==> src/rtl/mem_pkg.sv <==
// Shared types and seven-segment constants for the register-memory bank.
// Segment order is {dp, g, f, e, d, c, b, a}, active high; dp is never lit.
package mem_pkg;

    typedef enum logic {
        IDLE  = 1'b0,
        CLEAR = 1'b1
    } state_e;

    localparam logic [7:0] NUM_0 = 8'b0011_1111;
    localparam logic [7:0] NUM_1 = 8'b0000_0110;
    localparam logic [7:0] NUM_2 = 8'b0101_1011;
    localparam logic [7:0] NUM_3 = 8'b0100_1111;
    localparam logic [7:0] NUM_4 = 8'b0110_0110;
    localparam logic [7:0] NUM_5 = 8'b0110_1101;
    localparam logic [7:0] NUM_6 = 8'b0111_1101;
    localparam logic [7:0] NUM_7 = 8'b0000_0111;
    localparam logic [7:0] NUM_8 = 8'b0111_1111;
    localparam logic [7:0] NUM_9 = 8'b0110_1111;
    localparam logic [7:0] NUM_A = 8'b0111_0111;
    localparam logic [7:0] NUM_B = 8'b0111_1100;
    localparam logic [7:0] NUM_C = 8'b0011_1001;
    localparam logic [7:0] NUM_D = 8'b0101_1110;
    localparam logic [7:0] NUM_E = 8'b0111_1001;
    localparam logic [7:0] NUM_F = 8'b0111_0001;
    localparam logic [7:0] VOID  = 8'b0000_0000;

    function automatic logic [7:0] hex_to_seg(input logic [3:0] hex);
        logic [7:0] pat;
        case (hex)
            4'h0: pat = NUM_0;
            4'h1: pat = NUM_1;
            4'h2: pat = NUM_2;
            4'h3: pat = NUM_3;
            4'h4: pat = NUM_4;
            4'h5: pat = NUM_5;
            4'h6: pat = NUM_6;
            4'h7: pat = NUM_7;
            4'h8: pat = NUM_8;
            4'h9: pat = NUM_9;
            4'hA: pat = NUM_A;
            4'hB: pat = NUM_B;
            4'hC: pat = NUM_C;
            4'hD: pat = NUM_D;
            4'hE: pat = NUM_E;
            4'hF: pat = NUM_F;
            default: pat = VOID;
        endcase
        return pat;
    endfunction

endpackage

==> src/rtl/reg_mem_bank_if.sv <==
// Bus bundle for reg_mem_bank: write port, two read ports, clear and status.
interface reg_mem_bank_if #(
    parameter int unsigned ADDR_WIDTH = 2,
    parameter int unsigned DATA_WIDTH = 4,
    parameter int unsigned CNT_WIDTH  = 8
);
    logic                  clr;
    logic                  wr_en;
    logic [ADDR_WIDTH-1:0] waddr;
    logic [DATA_WIDTH-1:0] wdata;
    logic [ADDR_WIDTH-1:0] raddr_a;
    logic [ADDR_WIDTH-1:0] raddr_b;
    logic [DATA_WIDTH-1:0] rdata_a;
    logic [DATA_WIDTH-1:0] rdata_b;
    logic                  busy;
    logic                  wr_reject;
    logic [CNT_WIDTH-1:0]  wr_count;
    logic [7:0]            seg;

    modport master (
        output clr, wr_en, waddr, wdata, raddr_a, raddr_b,
        input  rdata_a, rdata_b, busy, wr_reject, wr_count, seg
    );

    modport slave (
        input  clr, wr_en, waddr, wdata, raddr_a, raddr_b,
        output rdata_a, rdata_b, busy, wr_reject, wr_count, seg
    );

endinterface

==> src/rtl/seg7_decoder.sv <==
// Combinational hex digit to seven-segment pattern, shared by display blocks.
module seg7_decoder
    import mem_pkg::*;
(
    input  logic [3:0] hex,
    output logic [7:0] seg
);

    assign seg = hex_to_seg(hex);

endmodule

==> src/rtl/reg_mem_bank.sv <==
// Register-memory bank: one write port, two registered read ports with
// write-first bypass, sequenced clear engine and accepted-write counter.
module reg_mem_bank
    import mem_pkg::*;
#(
    parameter int unsigned ADDR_WIDTH = 2,
    parameter int unsigned DATA_WIDTH = 4,
    parameter int unsigned CNT_WIDTH  = 8
) (
    input logic           clk_2,
    input logic           reset_n,
    reg_mem_bank_if.slave bus
);

    localparam int unsigned DEPTH = 2 ** ADDR_WIDTH;
    localparam logic [ADDR_WIDTH-1:0] PTR_LAST = ADDR_WIDTH'(DEPTH - 1);

    state_e                state_q, state_d;
    logic [ADDR_WIDTH-1:0] ptr_q, ptr_d;
    logic [CNT_WIDTH-1:0]  cnt_q, cnt_d;
    logic [DATA_WIDTH-1:0] rda_q, rda_d;
    logic [DATA_WIDTH-1:0] rdb_q, rdb_d;
    logic                  rej_q, rej_d;
    logic [DATA_WIDTH-1:0] mem_q [DEPTH];
    logic [DATA_WIDTH-1:0] mem_d [DEPTH];
    logic                  wr_accept;
    logic [7:0]            seg_w;

    always_comb begin
        state_d   = state_q;
        ptr_d     = ptr_q;
        cnt_d     = cnt_q;
        mem_d     = mem_q;
        wr_accept = 1'b0;
        unique case (state_q)
            IDLE: begin
                if (bus.clr) begin
                    state_d = CLEAR;
                    ptr_d   = '0;
                    cnt_d   = '0;
                end else if (bus.wr_en) begin
                    wr_accept          = 1'b1;
                    mem_d[bus.waddr]   = bus.wdata;
                    cnt_d              = cnt_q + CNT_WIDTH'(1);
                end
            end
            CLEAR: begin
                mem_d[ptr_q] = '0;
                ptr_d        = ptr_q + ADDR_WIDTH'(1);
                if (ptr_q == PTR_LAST) begin
                    state_d = IDLE;
                end
            end
        endcase
        rej_d = bus.wr_en && !wr_accept;
        // Reading the next-state array gives write-first bypass and
        // same-cycle clear visibility without separate compare logic.
        rda_d = mem_d[bus.raddr_a];
        rdb_d = mem_d[bus.raddr_b];
    end

    always_ff @(posedge clk_2 or negedge reset_n) begin
        if (!reset_n) begin
            state_q <= IDLE;
            ptr_q   <= '0;
            cnt_q   <= '0;
            rda_q   <= '0;
            rdb_q   <= '0;
            rej_q   <= 1'b0;
            mem_q   <= '{default: '0};
        end else begin
            state_q <= state_d;
            ptr_q   <= ptr_d;
            cnt_q   <= cnt_d;
            rda_q   <= rda_d;
            rdb_q   <= rdb_d;
            rej_q   <= rej_d;
            mem_q   <= mem_d;
        end
    end

    seg7_decoder u_seg7 (
        .hex (rda_q[3:0]),
        .seg (seg_w)
    );

    assign bus.rdata_a   = rda_q;
    assign bus.rdata_b   = rdb_q;
    assign bus.busy      = (state_q == CLEAR);
    assign bus.wr_reject = rej_q;
    assign bus.wr_count  = cnt_q;
    assign bus.seg       = seg_w;

endmodule

==> src/flat_wrapper.sv <==
// flat-port wrapper written by rule: the top's interface ports become plain ports
module reg_mem_bank_flat import mem_pkg::*;
#(
    parameter int unsigned ADDR_WIDTH = 2,
    parameter int unsigned DATA_WIDTH = 4,
    parameter int unsigned CNT_WIDTH  = 8
)
  (clk_2, reset_n, bus_clr, bus_wr_en, bus_waddr, bus_wdata, bus_raddr_a, bus_raddr_b, bus_rdata_a, bus_rdata_b, bus_busy, bus_wr_reject, bus_wr_count, bus_seg);
  reg_mem_bank_if #(.ADDR_WIDTH(ADDR_WIDTH), .DATA_WIDTH(DATA_WIDTH), .CNT_WIDTH(CNT_WIDTH)) bus_i ();
  input logic clk_2;
  input logic reset_n;
  input wire logic [$bits(bus_i.clr)-1:0] bus_clr;
  input wire logic [$bits(bus_i.wr_en)-1:0] bus_wr_en;
  input wire logic [$bits(bus_i.waddr)-1:0] bus_waddr;
  input wire logic [$bits(bus_i.wdata)-1:0] bus_wdata;
  input wire logic [$bits(bus_i.raddr_a)-1:0] bus_raddr_a;
  input wire logic [$bits(bus_i.raddr_b)-1:0] bus_raddr_b;
  output wire logic [$bits(bus_i.rdata_a)-1:0] bus_rdata_a;
  output wire logic [$bits(bus_i.rdata_b)-1:0] bus_rdata_b;
  output wire logic [$bits(bus_i.busy)-1:0] bus_busy;
  output wire logic [$bits(bus_i.wr_reject)-1:0] bus_wr_reject;
  output wire logic [$bits(bus_i.wr_count)-1:0] bus_wr_count;
  output wire logic [$bits(bus_i.seg)-1:0] bus_seg;
  assign bus_i.clr = bus_clr;
  assign bus_i.wr_en = bus_wr_en;
  assign bus_i.waddr = bus_waddr;
  assign bus_i.wdata = bus_wdata;
  assign bus_i.raddr_a = bus_raddr_a;
  assign bus_i.raddr_b = bus_raddr_b;
  assign bus_rdata_a = bus_i.rdata_a;
  assign bus_rdata_b = bus_i.rdata_b;
  assign bus_busy = bus_i.busy;
  assign bus_wr_reject = bus_i.wr_reject;
  assign bus_wr_count = bus_i.wr_count;
  assign bus_seg = bus_i.seg;
  reg_mem_bank #(.ADDR_WIDTH(ADDR_WIDTH), .DATA_WIDTH(DATA_WIDTH), .CNT_WIDTH(CNT_WIDTH)) u_core (.clk_2(clk_2), .reset_n(reset_n), .bus(bus_i));
endmodule
==> config.mk <==
export PLATFORM = sky130hd
export DESIGN_NAME = reg_mem_bank_flat
export DESIGN_NICKNAME = d
export VERILOG_FILES = /design/src/rtl/mem_pkg.sv /design/src/rtl/reg_mem_bank_if.sv /design/src/rtl/seg7_decoder.sv /design/src/rtl/reg_mem_bank.sv /design/src/flat_wrapper.sv
export SDC_FILE = /design/constraint.sdc
export NUM_CORES = 1
export LEC_CHECK = 0
export ABC_AREA = 1
export CORE_MARGIN = 10
export CORE_UTILIZATION = 56
export CTS_CLUSTER_DIAMETER = 40
export DETAILED_ROUTE_END_ITERATION = 8
export PLACE_DENSITY = 0.93
export SYNTH_ARGS = -nofsm -noshare
export SYNTH_HDL_FRONTEND = slang
export SYNTH_SLANG_ARGS = --single-unit
==> constraint.sdc <==
create_clock -name clk_2 -period 2.2 [get_ports clk_2]
set_input_delay 0.22 -clock clk_2 [delete_from_list [all_inputs] [get_ports clk_2]]
set_output_delay 0.22 -clock clk_2 [all_outputs]
set_load 0.005 [all_outputs]
==> impl_results.html, run 1 <==
<table>
<tr><th>Metric</th><th>Value</th></tr>
<tr><th colspan="2">Detailed routing</th></tr>
<tr><td>Routed vias/inst</td><td>5.746</td></tr>
<tr><td>Routed wire length per instance</td><td>15.30 um</td></tr>
<tr><td>Number of design-rule violations left by the first detailed-router iteration</td><td>237</td></tr>
<tr><td>Drt pass-1 iters</td><td>6</td></tr>
<tr><td>Via count</td><td>2126</td></tr>
<tr><td>Antenna Nets Post-Route</td><td>0</td></tr>
<tr><td>Number of DRC violations after detailed routing</td><td>0</td></tr>
<tr><td>Routed Wire Length</td><td>~5.7 mm</td></tr>
<tr><th colspan="2">Layout</th></tr>
<tr><td>Post-synthesis to final-layout area growth</td><td>24.81%</td></tr>
<tr><td>Net total in the final layout</td><td>347</td></tr>
<tr><td>FILL cells</td><td>a little under 300</td></tr>
<tr><td>Share of cells above drive strength 1</td><td>0.1025</td></tr>
<tr><td>Design area</td><td>roughly 2700 sq um</td></tr>
<tr><td>Ant diodes</td><td>0</td></tr>
<tr><td>Fin util</td><td>0.7303</td></tr>
<tr><th colspan="2">Critical path</th></tr>
<tr><td>Required time of the critical path</td><td>approximately 2.0 ns</td></tr>
<tr><td>Crit. End Element</td><td>primary output</td></tr>
<tr><td>Critical path's largest stage delay</td><td>0.45 ns</td></tr>
<tr><td>Worst reg2reg path depth</td><td>6</td></tr>
<tr><td>Critical R2R Capture</td><td>u_core.bus.wr_count[4]$_DFFE_PN0P_</td></tr>
<tr><td>Startpoint type of the worst setup path</td><td>flip-flop</td></tr>
<tr><td>Setup CP Type</td><td>reg -&gt; out</td></tr>
<tr><td>Worst R2R Start</td><td>u_core.bus.busy$_DFF_PN0_</td></tr>
<tr><td>CP bufs+invs</td><td>3</td></tr>
<tr><td>Worst Path Max Fanout</td><td>5</td></tr>
<tr><td>Kind of cell adding the most delay to the critical path</td><td>buffers and inverters</td></tr>
<tr><td>Cell-by-cell listing of the critical path</td><td>inv_4 -&gt; ha_1 -&gt; a21oi_1 -&gt; inv_1 -&gt; a21oi_1 -&gt; a31oi_1 -&gt; clkdlybuf4s50_1</td></tr>
<tr><td>CP max-delay cell</td><td>clkdlybuf4s50_1</td></tr>
<tr><td>Most frequent cell on the critical path</td><td>a21oi_1</td></tr>
<tr><td>Arrival time at the worst endpoint</td><td>1.87 ns</td></tr>
<tr><td>Slack of the worst reg-to-reg path</td><td>0.49 ns</td></tr>
<tr><th colspan="2">STA</th></tr>
<tr><td>Final Skew</td><td>0.008092 ns</td></tr>
<tr><td>Setup-violating endpoint count in the final report</td><td>0</td></tr>
<tr><td>F_max</td><td>0.4775 GHz</td></tr>
<tr><td>Hold violation total from the final report</td><td>0</td></tr>
<tr><td>Setup_tns</td><td>0 ns</td></tr>
<tr><td>Min Clock Period, post-route</td><td>2.094 ns</td></tr>
<tr><td>RSZ-0062 raised after global routing</td><td>no</td></tr>
<tr><td>Max Transition Viols Final</td><td>0</td></tr>
<tr><td>Final worst-path cycle share</td><td>0.9520</td></tr>
<tr><th colspan="2">Clock tree</th></tr>
<tr><td>Clock latency reported for the late side of the worst-skew pair</td><td>0.29 ns</td></tr>
<tr><td>CTS buffer count</td><td>5</td></tr>
<tr><td>Buffer cell driving the clock tree root</td><td>clkbuf_8</td></tr>
<tr><td>Clock slew seen by the registers of the worst setup and hold paths</td><td>0.07 ns</td></tr>
<tr><td>Number of clock sinks</td><td>36</td></tr>
<tr><td>Deepest level of the CTS H-tree</td><td>2</td></tr>
<tr><td>Clk buf depth</td><td>2</td></tr>
<tr><td>Clock tree from TritonCTS</td><td>built</td></tr>
<tr><th colspan="2">Power and ir drop</th></tr>
<tr><td>Combinational cell fraction of total power</td><td>0.377</td></tr>
<tr><td>Clock share of power</td><td>0.233</td></tr>
<tr><td>Share of power burned in registers</td><td>0.389</td></tr>
<tr><td>Proportion of total power due to net switching</td><td>0.3633</td></tr>
<tr><td>VDD IR max</td><td>0.4932 mV</td></tr>
<tr><td>Total leakage power</td><td>between 0.001 and 0.0015 uW</td></tr>
<tr><td>Net Sw Power</td><td>878.9 uW</td></tr>
<tr><td>Power density cells</td><td>898.1 nW/um^2</td></tr>
<tr><td>Cell-internal power</td><td>1540 uW</td></tr>
<tr><th colspan="2">Die</th></tr>
<tr><td>FP Rows</td><td>22</td></tr>
<tr><td>Y dimension of the die</td><td>roughly 80 um</td></tr>
<tr><td>DIE WIDTH</td><td>slightly above 80 um</td></tr>
<tr><td>Initial core utilization</td><td>0.5851</td></tr>
<tr><td>Die area</td><td>about 6700 sq um</td></tr>
<tr><td>I/O pin count</td><td>40</td></tr>
<tr><td>Placeable core region</td><td>~3700 sq um</td></tr>
<tr><th colspan="2">Synth</th></tr>
<tr><td>Synthesized netlist net count</td><td>305</td></tr>
<tr><td>Warnings from Yosys</td><td>0</td></tr>
<tr><td>Count of flip-flops with a built-in enable after synthesis</td><td>0</td></tr>
<tr><td>Ranking of synthesized cells by area</td><td>dfrtp_1 42%, nand3_1 18%, nand2_1 9.7%</td></tr>
<tr><td>Synth Cell Area</td><td>roughly 2200 sq um</td></tr>
<tr><td>Number of standard cells after synthesis</td><td>roughly 280</td></tr>
<tr><td>Sequential element share of the synthesized area</td><td>0.4174</td></tr>
<tr><td>Distinct cell type count after synthesis</td><td>26</td></tr>
<tr><td>Dominant cell type by area after synthesis</td><td>dfrtp_1</td></tr>
<tr><td>Post-synth ARST share</td><td>1.000</td></tr>
<tr><td>Mapped Avg Cell Area</td><td>7.736 sq um</td></tr>
<tr><td>Share of the synthesized area in the top cell type</td><td>0.4174</td></tr>
<tr><td>Post-synthesis register bit count</td><td>36</td></tr>
<tr><td>Most numerous cell in the Yosys netlist</td><td>nand3_1</td></tr>
<tr><td>Ranking of synthesized cells by instance count</td><td>76 x nand3_1, 56 x nand2_1, 36 x dfrtp_1</td></tr>
<tr><td>Dominant register cell in the synthesized netlist</td><td>dfrtp_1</td></tr>
<tr><th colspan="2">Worst hold path</th></tr>
<tr><td>Kind of path behind the tightest hold check</td><td>in -&gt; async</td></tr>
<tr><th colspan="2">GRT</th></tr>
<tr><td>Pin count of the biggest net entering global routing</td><td>37</td></tr>
<tr><td>Overall Global Routing Usage</td><td>0.1741</td></tr>
<tr><td>Number of antenna violations at the first check in global routing</td><td>0</td></tr>
<tr><td>Residual overflow from global routing</td><td>0</td></tr>
<tr><td>Global-route wire length before repair</td><td>between 9 and 10 mm</td></tr>
<tr><td>Vias in the first global route</td><td>2022</td></tr>
<tr><th colspan="2">Place</th></tr>
<tr><td>Port Buffers</td><td>38</td></tr>
<tr><td>HPWL after detailed placement</td><td>4.278 mm</td></tr>
<tr><td>Placed Area</td><td>2574 sq um</td></tr>
<tr><td>Final weighted congestion in routability-driven placement</td><td>0.9559</td></tr>
<tr><th colspan="2">Run</th></tr>
<tr><td>Number of max-cap violations</td><td>0</td></tr>
<tr><th colspan="2">Run status</th></tr>
<tr><td>Result of the run</td><td>complete, no violations</td></tr>
</table>
layout make-up:
cell class	instances	area, sq um	area share
clock inverter	2	35.03	0.01301
timing repair buffer	40	395.4	0.1468
sequential	36	903.4	0.3353
tap	48	60.06	0.02229
multi-input combinational	205	1101	0.4087
clock buffer	6	72.57	0.02694
inverter	33	126.4	0.04691
worst register-to-register path, cell delays in order (launching register included):
cell and delay [ns]:
dfrtp_1 0.53, inv_2 0.29, o21ai_2 0.13, nor3_1 0.37
nand3_1 0.15, nand2_1 0.09, nor2_1 0.04
power by group through the flow:
stage                     Sequential, uW  Clock, uW  Combinational, uW
after global placement               936          0                871
after floorplan                      902          0                549
final                                942        565                912
after CTS                            936        563                904
after global routing                 959        593               1030
after detailed placement             945          0                892
cell families (layout without fill, tap and decap cells):
| kind of cell | Yosys count | count (layout) | synth area share |
|---|---|---|---|
| buffers and inverters | 38 | 81 | 0.07246 |
| flip-flops | 36 | 36 | 0.4174 |
| AND/OR/NAND/NOR | 170 | 170 | 0.3809 |
| other | 1 | 1 | 0.001737 |
| AO/OA/AOI/OAI | 22 | 22 | 0.05797 |
| adder cells (fa/ha/maj) | 12 | 12 | 0.06956 |
routing by layer:
layer / GRT usage / share of wire / vias up
li1: - / - / 1015
met4: 0.07143 / 0.031 / 0
met5: 0 / 0 / -
met3: 0.04258 / 0.083 / 25
met1: 0.2101 / 0.39 / 976
met2: 0.2908 / 0.50 / 110
what timing repair did:
item | 4_1_cts | 5_1_grt
setup buffers | 0 | 1
resized for setup | 0 | 6
endpoints found under the setup margin | 0 | 5
hold buffers | 0 | 0
endpoints found under the hold margin | 0 | 0
flip-flops by register name, summed over array words and instances (netlist names):
| register | count |
|---|---|
| u_core.bus.busy | 1 |
| u_core.bus.rdata_b | 4 |
| u_core.bus.wr_count | 8 |
| u_core.ptr_q | 2 |
| u_core.mem_q | 16 |
| u_core.bus.rdata_a | 4 |
| u_core.bus.wr_reject | 1 |
layout by cell type (no fill, tap or decap), drive strengths merged:
cell type / Yosys / routed
o21ai: 12 / 12
bufinv: 0 / 1
nor3b: 1 / 1
a22o: 1 / 1
nand3: 79 / 79
nand2: 65 / 65
buf: 5 / 2
ha: 12 / 12
clkbuf: 0 / 6
a21oi: 6 / 6
clkdlybuf4s50: 0 / 38
clkinv: 0 / 1
a32o: 1 / 1
nor2: 17 / 17
a31oi: 2 / 2
inv: 33 / 33
conb: 1 / 1
nand4: 3 / 3
dfrtp: 36 / 36
or2: 1 / 1
nor3: 4 / 4
worst max-delay path by stage:
stage | startpoint | end | slack (ns) | cells past startpoint
2_1_floorplan | u_core.bus.rdata_a[0]$_DFF_PN0_ | bus_seg[3] | 0.87 | 6
3_3_place_gp | u_core.bus.rdata_a[1]$_DFF_PN0_ | bus_seg[3] | 0.38 | 7
3_5_place_dp | u_core.bus.rdata_a[1]$_DFF_PN0_ | bus_seg[3] | 0.33 | 7
4_1_cts | u_core.bus.rdata_a[1]$_DFF_PN0_ | bus_seg[3] | 0.02 | 7
5_1_grt | u_core.bus.rdata_a[0]$_DFF_PN0_ | bus_seg[3] | 0.003 | 7
6_report | u_core.bus.rdata_a[0]$_DFF_PN0_ | bus_seg[3] | 0.11 | 7
stage by stage:
step | hold slack, ns | total power, uW | worst slack (ns) | std cells
floorplan | -0.07559 | 1451 | 0.8683 | 279
global placement | 0.4758 | 1807 | 0.3841 | 361
detailed placement | 0.4757 | 1838 | 0.3336 | 361
CTS | 0.3655 | 2403 | 0.02288 | 369
global route | 0.4015 | 2583 | 0.002547 | 370
finish | 0.3397 | 2419 | 0.1057 | 370
(Power assumes the default switching activity.)
==> inputs of run 2 (changes only) <==
- CORE_UTILIZATION: 56 -> 38
- CTS_BUF_LIST: default -> sky130_fd_sc_hd__clkbuf_16
- PLACE_DENSITY: 0.93 -> 0.69
==> impl_results.html, run 2 (synthesis gave the netlist of run 1 again) <==
<table>
<tr><th>Metric</th><th>Value</th></tr>
<tr><th colspan="2">STA</th></tr>
<tr><td>Final hold slack</td><td>0.3569 ns (was 0.3397 ns)</td></tr>
<tr><td>Min Clock Period, post-route</td><td>2.033 ns (was 2.094 ns)</td></tr>
<tr><td>F_max</td><td>0.4918 GHz (was 0.4775 GHz)</td></tr>
<tr><td>Final Skew</td><td>0.006009 ns (was 0.008092 ns)</td></tr>
<tr><td>Max Transition Viols Final</td><td>0 (unchanged)</td></tr>
<tr><td>Setup-violating endpoint count in the final report</td><td>0 (unchanged)</td></tr>
<tr><td>Setup_tns</td><td>0 ns (unchanged)</td></tr>
<tr><td>RSZ-0062 raised after global routing</td><td>no (unchanged)</td></tr>
<tr><td>Hold violation total from the final report</td><td>0 (unchanged)</td></tr>
<tr><td>Worst path setup slack after routing</td><td>0.1667 ns (was 0.1057 ns)</td></tr>
<tr><td>Final worst-path cycle share</td><td>0.9242 (was 0.9520)</td></tr>
<tr><th colspan="2">Clock tree</th></tr>
<tr><td>Clock slew seen by the registers of the worst setup and hold paths</td><td>0.05 ns (was 0.07 ns)</td></tr>
<tr><td>Deepest level of the CTS H-tree</td><td>2 (unchanged)</td></tr>
<tr><td>CTS buffer count</td><td>5 (unchanged)</td></tr>
<tr><td>Hold-fix buffers at CTS</td><td>0 (unchanged)</td></tr>
<tr><td>Number of clock sinks</td><td>36 (unchanged)</td></tr>
<tr><td>Clk buf depth</td><td>2 (unchanged)</td></tr>
<tr><td>Clock tree from TritonCTS</td><td>built (unchanged)</td></tr>
<tr><td>Buffer cell driving the clock tree root</td><td>clkbuf_16 (was clkbuf_8)</td></tr>
<tr><td>Clock latency reported for the late side of the worst-skew pair</td><td>0.28 ns (was 0.29 ns)</td></tr>
<tr><th colspan="2">Power and ir drop</th></tr>
<tr><td>Total leakage power</td><td>0.001428 uW (was 0.001401 uW)</td></tr>
<tr><td>Net Sw Power</td><td>875.8 uW (was 878.9 uW)</td></tr>
<tr><td>VDD IR max</td><td>0.3715 mV (was 0.4932 mV)</td></tr>
<tr><td>Power density cells</td><td>902.7 nW/um^2 (was 898.1 nW/um^2)</td></tr>
<tr><td>Combinational cell fraction of total power</td><td>0.358 (was 0.377)</td></tr>
<tr><td>Proportion of total power due to net switching</td><td>0.3520 (was 0.3633)</td></tr>
<tr><td>Clock share of power</td><td>0.267 (was 0.233)</td></tr>
<tr><td>Total power</td><td>2488 uW (was 2419 uW)</td></tr>
<tr><td>Cell-internal power</td><td>1613 uW (was 1540 uW)</td></tr>
<tr><td>Share of power burned in registers</td><td>0.375 (was 0.389)</td></tr>
<tr><th colspan="2">Detailed routing</th></tr>
<tr><td>Routed Wire Length</td><td>5.326 mm (was 5.660 mm)</td></tr>
<tr><td>Routed vias/inst</td><td>5.069 (was 5.746)</td></tr>
<tr><td>Via count</td><td>1997 (was 2126)</td></tr>
<tr><td>Number of DRC violations after detailed routing</td><td>0 (unchanged)</td></tr>
<tr><td>Routed wire length per instance</td><td>13.52 um (was 15.30 um)</td></tr>
<tr><td>Number of design-rule violations left by the first detailed-router iteration</td><td>125 (was 237)</td></tr>
<tr><td>Antenna Nets Post-Route</td><td>0 (unchanged)</td></tr>
<tr><td>Drt pass-1 iters</td><td>4 (was 6)</td></tr>
<tr><th colspan="2">Die</th></tr>
<tr><td>FP Rows</td><td>27 (was 22)</td></tr>
<tr><td>I/O pin count</td><td>40 (unchanged)</td></tr>
<tr><td>Y dimension of the die</td><td>95.37 um (was 82.08 um)</td></tr>
<tr><td>DIE WIDTH</td><td>95.37 um (was 82.08 um)</td></tr>
<tr><td>Placeable core region</td><td>5507 sq um (was 3689 sq um)</td></tr>
<tr><td>Die area</td><td>9094 sq um (was 6737 sq um)</td></tr>
<tr><td>Initial core utilization</td><td>0.3920 (was 0.5851)</td></tr>
<tr><th colspan="2">Layout</th></tr>
<tr><td>Share of cells above drive strength 1</td><td>0.09938 (was 0.1025)</td></tr>
<tr><td>Most frequent cells in the layout</td><td>76 x nand3_1, 56 x nand2_1, 36 x clkdlybuf4s50_1, 35 x dfrtp_1, 26 x inv_1 (was 76 x nand3_1, 56 x nand2_1, 38 x clkdlybuf4s50_1, 34 x dfrtp_1, 26 x inv_1)</td></tr>
<tr><td>Most flop-heavy register</td><td>u_core.mem_q (unchanged)</td></tr>
<tr><td>Area of the multi-input gates</td><td>1101 sq um (unchanged)</td></tr>
<tr><td>Most common library cell in the layout ignoring fill and taps</td><td>nand3_1 (unchanged)</td></tr>
<tr><td>FILL cells</td><td>538 (was 294)</td></tr>
<tr><td>Sequential cell area</td><td>902.1 sq um (was 903.4 sq um)</td></tr>
<tr><td>Post-route insts no fill</td><td>394 (was 370)</td></tr>
<tr><td>Post-synthesis to final-layout area growth</td><td>27.71% (was 24.81%)</td></tr>
<tr><td>Net total in the final layout</td><td>347 (unchanged)</td></tr>
<tr><td>Flip-flop count of the largest register after layout</td><td>16 (unchanged)</td></tr>
<tr><td>Ant diodes</td><td>0 (unchanged)</td></tr>
<tr><th colspan="2">Critical path</th></tr>
<tr><td>Startpoint type of the worst setup path</td><td>flip-flop (unchanged)</td></tr>
<tr><td>Setup CP Type</td><td>reg -&gt; out (unchanged)</td></tr>
<tr><td>Crit. End Element</td><td>primary output (unchanged)</td></tr>
<tr><td>Worst Path Max Fanout</td><td>6 (was 5)</td></tr>
<tr><td>Required time of the critical path</td><td>1.98 ns (about the same)</td></tr>
<tr><td>Arrival time at the worst endpoint</td><td>1.81 ns (was 1.87 ns)</td></tr>
<tr><th colspan="2">GRT</th></tr>
<tr><td>Number of antenna violations at the first check in global routing</td><td>0 (unchanged)</td></tr>
<tr><td>Pin count of the biggest net entering global routing</td><td>37 (unchanged)</td></tr>
<tr><td>Global-route wire length before repair</td><td>9.246 mm (was 9.225 mm)</td></tr>
<tr><td>Vias in the first global route</td><td>1934 (was 2022)</td></tr>
<tr><td>Residual overflow from global routing</td><td>0 (unchanged)</td></tr>
<tr><td>Overall Global Routing Usage</td><td>0.1267 (was 0.1741)</td></tr>
<tr><th colspan="2">Place</th></tr>
<tr><td>Port Buffers</td><td>38 (unchanged)</td></tr>
<tr><td>Pre-CTS worst setup slack</td><td>0.3287 ns (was 0.3336 ns)</td></tr>
<tr><td>HPWL after detailed placement</td><td>4.193 mm (was 4.278 mm)</td></tr>
<tr><td>Placed cell count</td><td>385 (was 361)</td></tr>
<tr><td>Final weighted congestion in routability-driven placement</td><td>0.9164 (was 0.9559)</td></tr>
<tr><th colspan="2">Run</th></tr>
<tr><td>Number of max-cap violations</td><td>0 (unchanged)</td></tr>
<tr><th colspan="2">Run status</th></tr>
<tr><td>Result of the run</td><td>complete, no violations (unchanged)</td></tr>
<tr><th colspan="2">Worst hold path</th></tr>
<tr><td>Kind of path behind the tightest hold check</td><td>in -&gt; async (unchanged)</td></tr>
</table>
[run 2: cell types whose count changed in the layout (fill, tap and decap cells not counted), sizes merged]
cell           previous run  this run
clkdlybuf4s50            38        36
bufinv                    1         0
dlymetal6s2s              0         2
clkinv                    1         3
clkbuf                    6         5
[run 2: worst max-delay path, cell delays in order, from the launching register on]
cell and delay, ns:
dfrtp_2 0.42, inv_2 0.07, ha_1 0.20, inv_1 0.07
o21ai_0 0.10, o21ai_0 0.15, clkdlybuf4s50_1 0.52
[run 2: timing repair]
action	in CTS	in global routing
setup buffers	0	1
setup endpoints to repair	0	5
resized for setup	0	5
[run 2: area by class of cell]
class	instances	area share
inverter	33	0.04494
tap	72	0.03268
sequential	36	0.3273
timing repair buffer	40	0.1453
clock inverter	3	0.004993
multi-input combinational	205	0.3995
clock buffer	5	0.04539
[run 2: path summary, 6_finish.rpt]
path                                                  from                         endpoint  slack (ns)  cells past startpoint
hold reg to reg                  u_core.mem_q[2]$_DFF_PN0_        u_core.mem_q[2]$_DFF_PN0_        0.49                      2
hold / removal                                     reset_n      u_core.ptr_q[0]$_DFFE_PN0P_        0.36                      2
setup reg to reg                 u_core.bus.busy$_DFF_PN0_  u_core.bus.rdata_a[3]$_DFF_PN0_        0.53                      7
min in group clk_2               u_core.mem_q[2]$_DFF_PN0_        u_core.mem_q[2]$_DFF_PN0_        0.49                      2
max in group asynchronous                          reset_n  u_core.bus.rdata_a[1]$_DFF_PN0_        1.49                      2
setup / recovery           u_core.bus.rdata_a[1]$_DFF_PN0_                       bus_seg[0]        0.17                      6
[run 2: layer usage]
metal / GRT usage / routed length (um) / vias up
met3: 0.03221 / 282 / 12
met2: 0.2080 / 2559 / 52
met4: 0.06110 / 138 / 0
li1: - / - / 1004
met5: 0 / 0 / -
met1: 0.1511 / 2345 / 929
[run 2: power groups by stage]
stage,logic (uW),registers (uW),clock network (uW)
floorplan,549,902,0
global placement,882,940,0
detailed placement,897,942,0
CTS,900,930,679
global route,1010,954,709
finish,892,933,664
[run 2: stage by stage]
| step | utilization | instance area (sq um) |
|---|---|---|
| 6_report | 0.5006 | 2756 |
| 3_3_place_gp | 0.4728 | 2604 |
| 3_5_place_dp | 0.4728 | 2604 |
| 4_1_cts | 0.4981 | 2743 |
| 2_1_floorplan | - | 2158 |
| 5_1_grt | 0.5006 | 2756 |
==> inputs of run 3 (changes only) <==
- CTS_BUF_LIST: sky130_fd_sc_hd__clkbuf_16 -> sky130_fd_sc_hd__clkbuf_2 sky130_fd_sc_hd__clkbuf_4 sky130_fd_sc_hd__clkbuf_8
==> impl_results.html, run 3 (synthesis gave the netlist of run 1 again) <==
<table>
<tr><th>Metric</th><th>Value</th></tr>
<tr><th colspan="2">Detailed routing</th></tr>
<tr><td>Routed vias/inst</td><td>5.074 (was 5.069)</td></tr>
<tr><td>Drt pass-1 iters</td><td>4 (unchanged)</td></tr>
<tr><td>Number of design-rule violations left by the first detailed-router iteration</td><td>135 (was 125)</td></tr>
<tr><td>Number of DRC violations after detailed routing</td><td>0 (unchanged)</td></tr>
<tr><td>Routed wire length per instance</td><td>13.56 um (was 13.52 um)</td></tr>
<tr><td>Routed Wire Length</td><td>5.344 mm (was 5.326 mm)</td></tr>
<tr><td>Antenna Nets Post-Route</td><td>0 (unchanged)</td></tr>
<tr><td>Via count</td><td>1999 (was 1997)</td></tr>
<tr><th colspan="2">Die</th></tr>
<tr><td>Placeable core region</td><td>5507 sq um (unchanged)</td></tr>
<tr><td>Die area</td><td>9094 sq um (unchanged)</td></tr>
<tr><td>DIE WIDTH</td><td>95.37 um (unchanged)</td></tr>
<tr><td>Initial core utilization</td><td>0.3920 (unchanged)</td></tr>
<tr><td>Y dimension of the die</td><td>95.37 um (unchanged)</td></tr>
<tr><td>I/O pin count</td><td>40 (unchanged)</td></tr>
<tr><td>FP Rows</td><td>27 (unchanged)</td></tr>
<tr><th colspan="2">Layout</th></tr>
<tr><td>Post-route insts no fill</td><td>394 (unchanged)</td></tr>
<tr><td>Design area</td><td>2710 sq um (was 2756 sq um)</td></tr>
<tr><td>Ant diodes</td><td>0 (unchanged)</td></tr>
<tr><td>Flip-flop count of the largest register after layout</td><td>16 (unchanged)</td></tr>
<tr><td>Area of the multi-input gates</td><td>1101 sq um (unchanged)</td></tr>
<tr><td>Share of cells above drive strength 1</td><td>0.1025 (was 0.09938)</td></tr>
<tr><td>FILL cells</td><td>542 (was 538)</td></tr>
<tr><td>Most frequent cells in the layout</td><td>76 x nand3_1, 56 x nand2_1, 36 x clkdlybuf4s50_1, 35 x dfrtp_1, 26 x inv_1 (unchanged)</td></tr>
<tr><td>Most flop-heavy register</td><td>u_core.mem_q (unchanged)</td></tr>
<tr><td>Net total in the final layout</td><td>347 (unchanged)</td></tr>
<tr><td>Post-synthesis to final-layout area growth</td><td>25.57% (was 27.71%)</td></tr>
<tr><td>Sequential cell area</td><td>902.1 sq um (unchanged)</td></tr>
<tr><td>Most common library cell in the layout ignoring fill and taps</td><td>nand3_1 (unchanged)</td></tr>
<tr><th colspan="2">Clock tree</th></tr>
<tr><td>Number of clock sinks</td><td>36 (unchanged)</td></tr>
<tr><td>CTS buffer count</td><td>5 (unchanged)</td></tr>
<tr><td>Clk buf depth</td><td>2 (unchanged)</td></tr>
<tr><td>Clock slew seen by the registers of the worst setup and hold paths</td><td>0.07 ns (was 0.05 ns)</td></tr>
<tr><td>Deepest level of the CTS H-tree</td><td>2 (unchanged)</td></tr>
<tr><td>Hold-fix buffers at CTS</td><td>0 (unchanged)</td></tr>
<tr><td>Buffer cell driving the clock tree root</td><td>clkbuf_8 (was clkbuf_16)</td></tr>
<tr><td>Clock latency reported for the late side of the worst-skew pair</td><td>0.29 ns (was 0.28 ns)</td></tr>
<tr><td>Clock tree from TritonCTS</td><td>built (unchanged)</td></tr>
<tr><th colspan="2">Critical path</th></tr>
<tr><td>Arrival time at the worst endpoint</td><td>1.80 ns (was 1.81 ns)</td></tr>
<tr><td>Critical path's largest stage delay</td><td>0.52 ns (about the same)</td></tr>
<tr><td>CP max-delay cell</td><td>clkdlybuf4s50_1 (unchanged)</td></tr>
<tr><td>Slack of the worst reg-to-reg path</td><td>0.55 ns (was 0.53 ns)</td></tr>
<tr><td>Startpoint type of the worst setup path</td><td>flip-flop (unchanged)</td></tr>
<tr><td>Cell-by-cell listing of the critical path</td><td>inv_2 -&gt; ha_1 -&gt; inv_1 -&gt; o21ai_1 -&gt; o21ai_0 -&gt; clkdlybuf4s50_1 (was inv_2 -&gt; ha_1 -&gt; inv_1 -&gt; o21ai_0 -&gt; o21ai_0 -&gt; clkdlybuf4s50_1)</td></tr>
<tr><td>Critical R2R Capture</td><td>u_core.bus.rdata_b[3]$_DFF_PN0_ (was u_core.bus.rdata_a[3]$_DFF_PN0_)</td></tr>
<tr><td>Worst Path Max Fanout</td><td>6 (unchanged)</td></tr>
<tr><td>Setup CP Type</td><td>reg -&gt; out (unchanged)</td></tr>
<tr><td>Crit. End Element</td><td>primary output (unchanged)</td></tr>
<tr><td>Required time of the critical path</td><td>1.98 ns (about the same)</td></tr>
<tr><td>Worst reg2reg path depth</td><td>7 (unchanged)</td></tr>
<tr><td>Worst R2R Start</td><td>u_core.bus.busy$_DFF_PN0_ (unchanged)</td></tr>
<tr><th colspan="2">Place</th></tr>
<tr><td>Final weighted congestion in routability-driven placement</td><td>0.9164 (unchanged)</td></tr>
<tr><td>Placed Area</td><td>2604 sq um (unchanged)</td></tr>
<tr><td>Port Buffers</td><td>38 (unchanged)</td></tr>
<tr><td>HPWL after detailed placement</td><td>4.193 mm (unchanged)</td></tr>
<tr><td>Placed cell count</td><td>385 (unchanged)</td></tr>
<tr><th colspan="2">Power and ir drop</th></tr>
<tr><td>Power density cells</td><td>851.0 nW/um^2 (was 902.7 nW/um^2)</td></tr>
<tr><td>VDD IR max</td><td>0.3711 mV (was 0.3715 mV)</td></tr>
<tr><td>Total leakage power</td><td>0.001408 uW (was 0.001428 uW)</td></tr>
<tr><td>Total power</td><td>2306 uW (was 2488 uW)</td></tr>
<tr><th colspan="2">Worst hold path</th></tr>
<tr><td>Kind of path behind the tightest hold check</td><td>in -&gt; async (unchanged)</td></tr>
<tr><th colspan="2">Run status</th></tr>
<tr><td>Result of the run</td><td>complete, no violations (unchanged)</td></tr>
<tr><th colspan="2">Run</th></tr>
<tr><td>Number of max-cap violations</td><td>0 (unchanged)</td></tr>
<tr><th colspan="2">GRT</th></tr>
<tr><td>Vias in the first global route</td><td>1932 (was 1934)</td></tr>
<tr><td>Pin count of the biggest net entering global routing</td><td>37 (unchanged)</td></tr>
<tr><td>Residual overflow from global routing</td><td>0 (unchanged)</td></tr>
<tr><td>Global-route wire length before repair</td><td>9.218 mm (was 9.246 mm)</td></tr>
<tr><td>Number of antenna violations at the first check in global routing</td><td>0 (unchanged)</td></tr>
<tr><td>Overall Global Routing Usage</td><td>0.1259 (was 0.1267)</td></tr>
<tr><th colspan="2">STA</th></tr>
<tr><td>Setup_tns</td><td>0 ns (unchanged)</td></tr>
<tr><td>Final worst-path cycle share</td><td>0.9185 (was 0.9242)</td></tr>
<tr><td>Max Transition Viols Final</td><td>0 (unchanged)</td></tr>
<tr><td>RSZ-0062 raised after global routing</td><td>no (unchanged)</td></tr>
<tr><td>F_max</td><td>0.4949 GHz (was 0.4918 GHz)</td></tr>
<tr><td>Hold violation total from the final report</td><td>0 (unchanged)</td></tr>
<tr><td>Min Clock Period, post-route</td><td>2.021 ns (was 2.033 ns)</td></tr>
<tr><td>Setup-violating endpoint count in the final report</td><td>0 (unchanged)</td></tr>
<tr><td>Final Skew</td><td>0.008689 ns (was 0.006009 ns)</td></tr>
</table>
==> run 3: layout make-up <==
cell class | count | area share
inverters | 33 | 0.04571
repair buffers | 40 | 0.1477
well taps | 72 | 0.03324
clock inverters | 2 | 0.003693
flip-flops and latches | 36 | 0.3329
clock buffers | 6 | 0.03047
multi-input cells | 205 | 0.4063
==> run 3: worst max-delay path by stage <==
stage,endpoint,startpoint
2_1_floorplan,bus_seg[3],u_core.bus.rdata_a[0]$_DFF_PN0_
3_3_place_gp,bus_seg[3],u_core.bus.rdata_a[1]$_DFF_PN0_
3_5_place_dp,bus_seg[3],u_core.bus.rdata_a[1]$_DFF_PN0_
4_1_cts,bus_seg[3],u_core.bus.rdata_a[1]$_DFF_PN0_
5_1_grt,bus_seg[6],u_core.bus.rdata_a[0]$_DFF_PN0_
6_report,bus_seg[0],u_core.bus.rdata_a[1]$_DFF_PN0_
==> run 3: critical path: cells and delay by family, from the launching register on <==
| kind | cells | cell delay (ns) |
|---|---|---|
| AO/OA/AOI/OAI | 2 | 0.22 |
| adder cells (fa/ha/maj) | 1 | 0.20 |
| buffers and inverters | 3 | 0.67 |
| flip-flops | 1 | 0.42 |
==> run 3: per-stage QoR <==
stage	setup WS [ns]	hold slack, ns	utilization
floorplan	0.8683	-0.07559	-
global placement	0.3734	0.4842	0.4728
detailed placement	0.3287	0.4747	0.4728
CTS	0.02189	0.3592	0.4897
global route	0.03904	0.3933	0.4922
finish	0.1792	0.3384	0.4922
==> run 3: report_power, final <==
part / switching (uW) / internal (uW) / leakage, uW
clock network: 229 / 250 / 0.0000510
logic: 498 / 397 / 0.000879
registers: 128 / 804 / 0.000478
==> run 3: timing repair <==
action	CTS	global route
endpoints found under the setup margin	0	5
buffers inserted	0	1
resized for setup	0	6
==> run 3: per-layer routing <==
layer	vias up	GRT usage	wire, um
li1	1008	-	-
met1	913	0.1502	2312
met2	62	0.2057	2523
met3	16	0.03064	340
met4	0	0.06484	167
met5	-	0	0
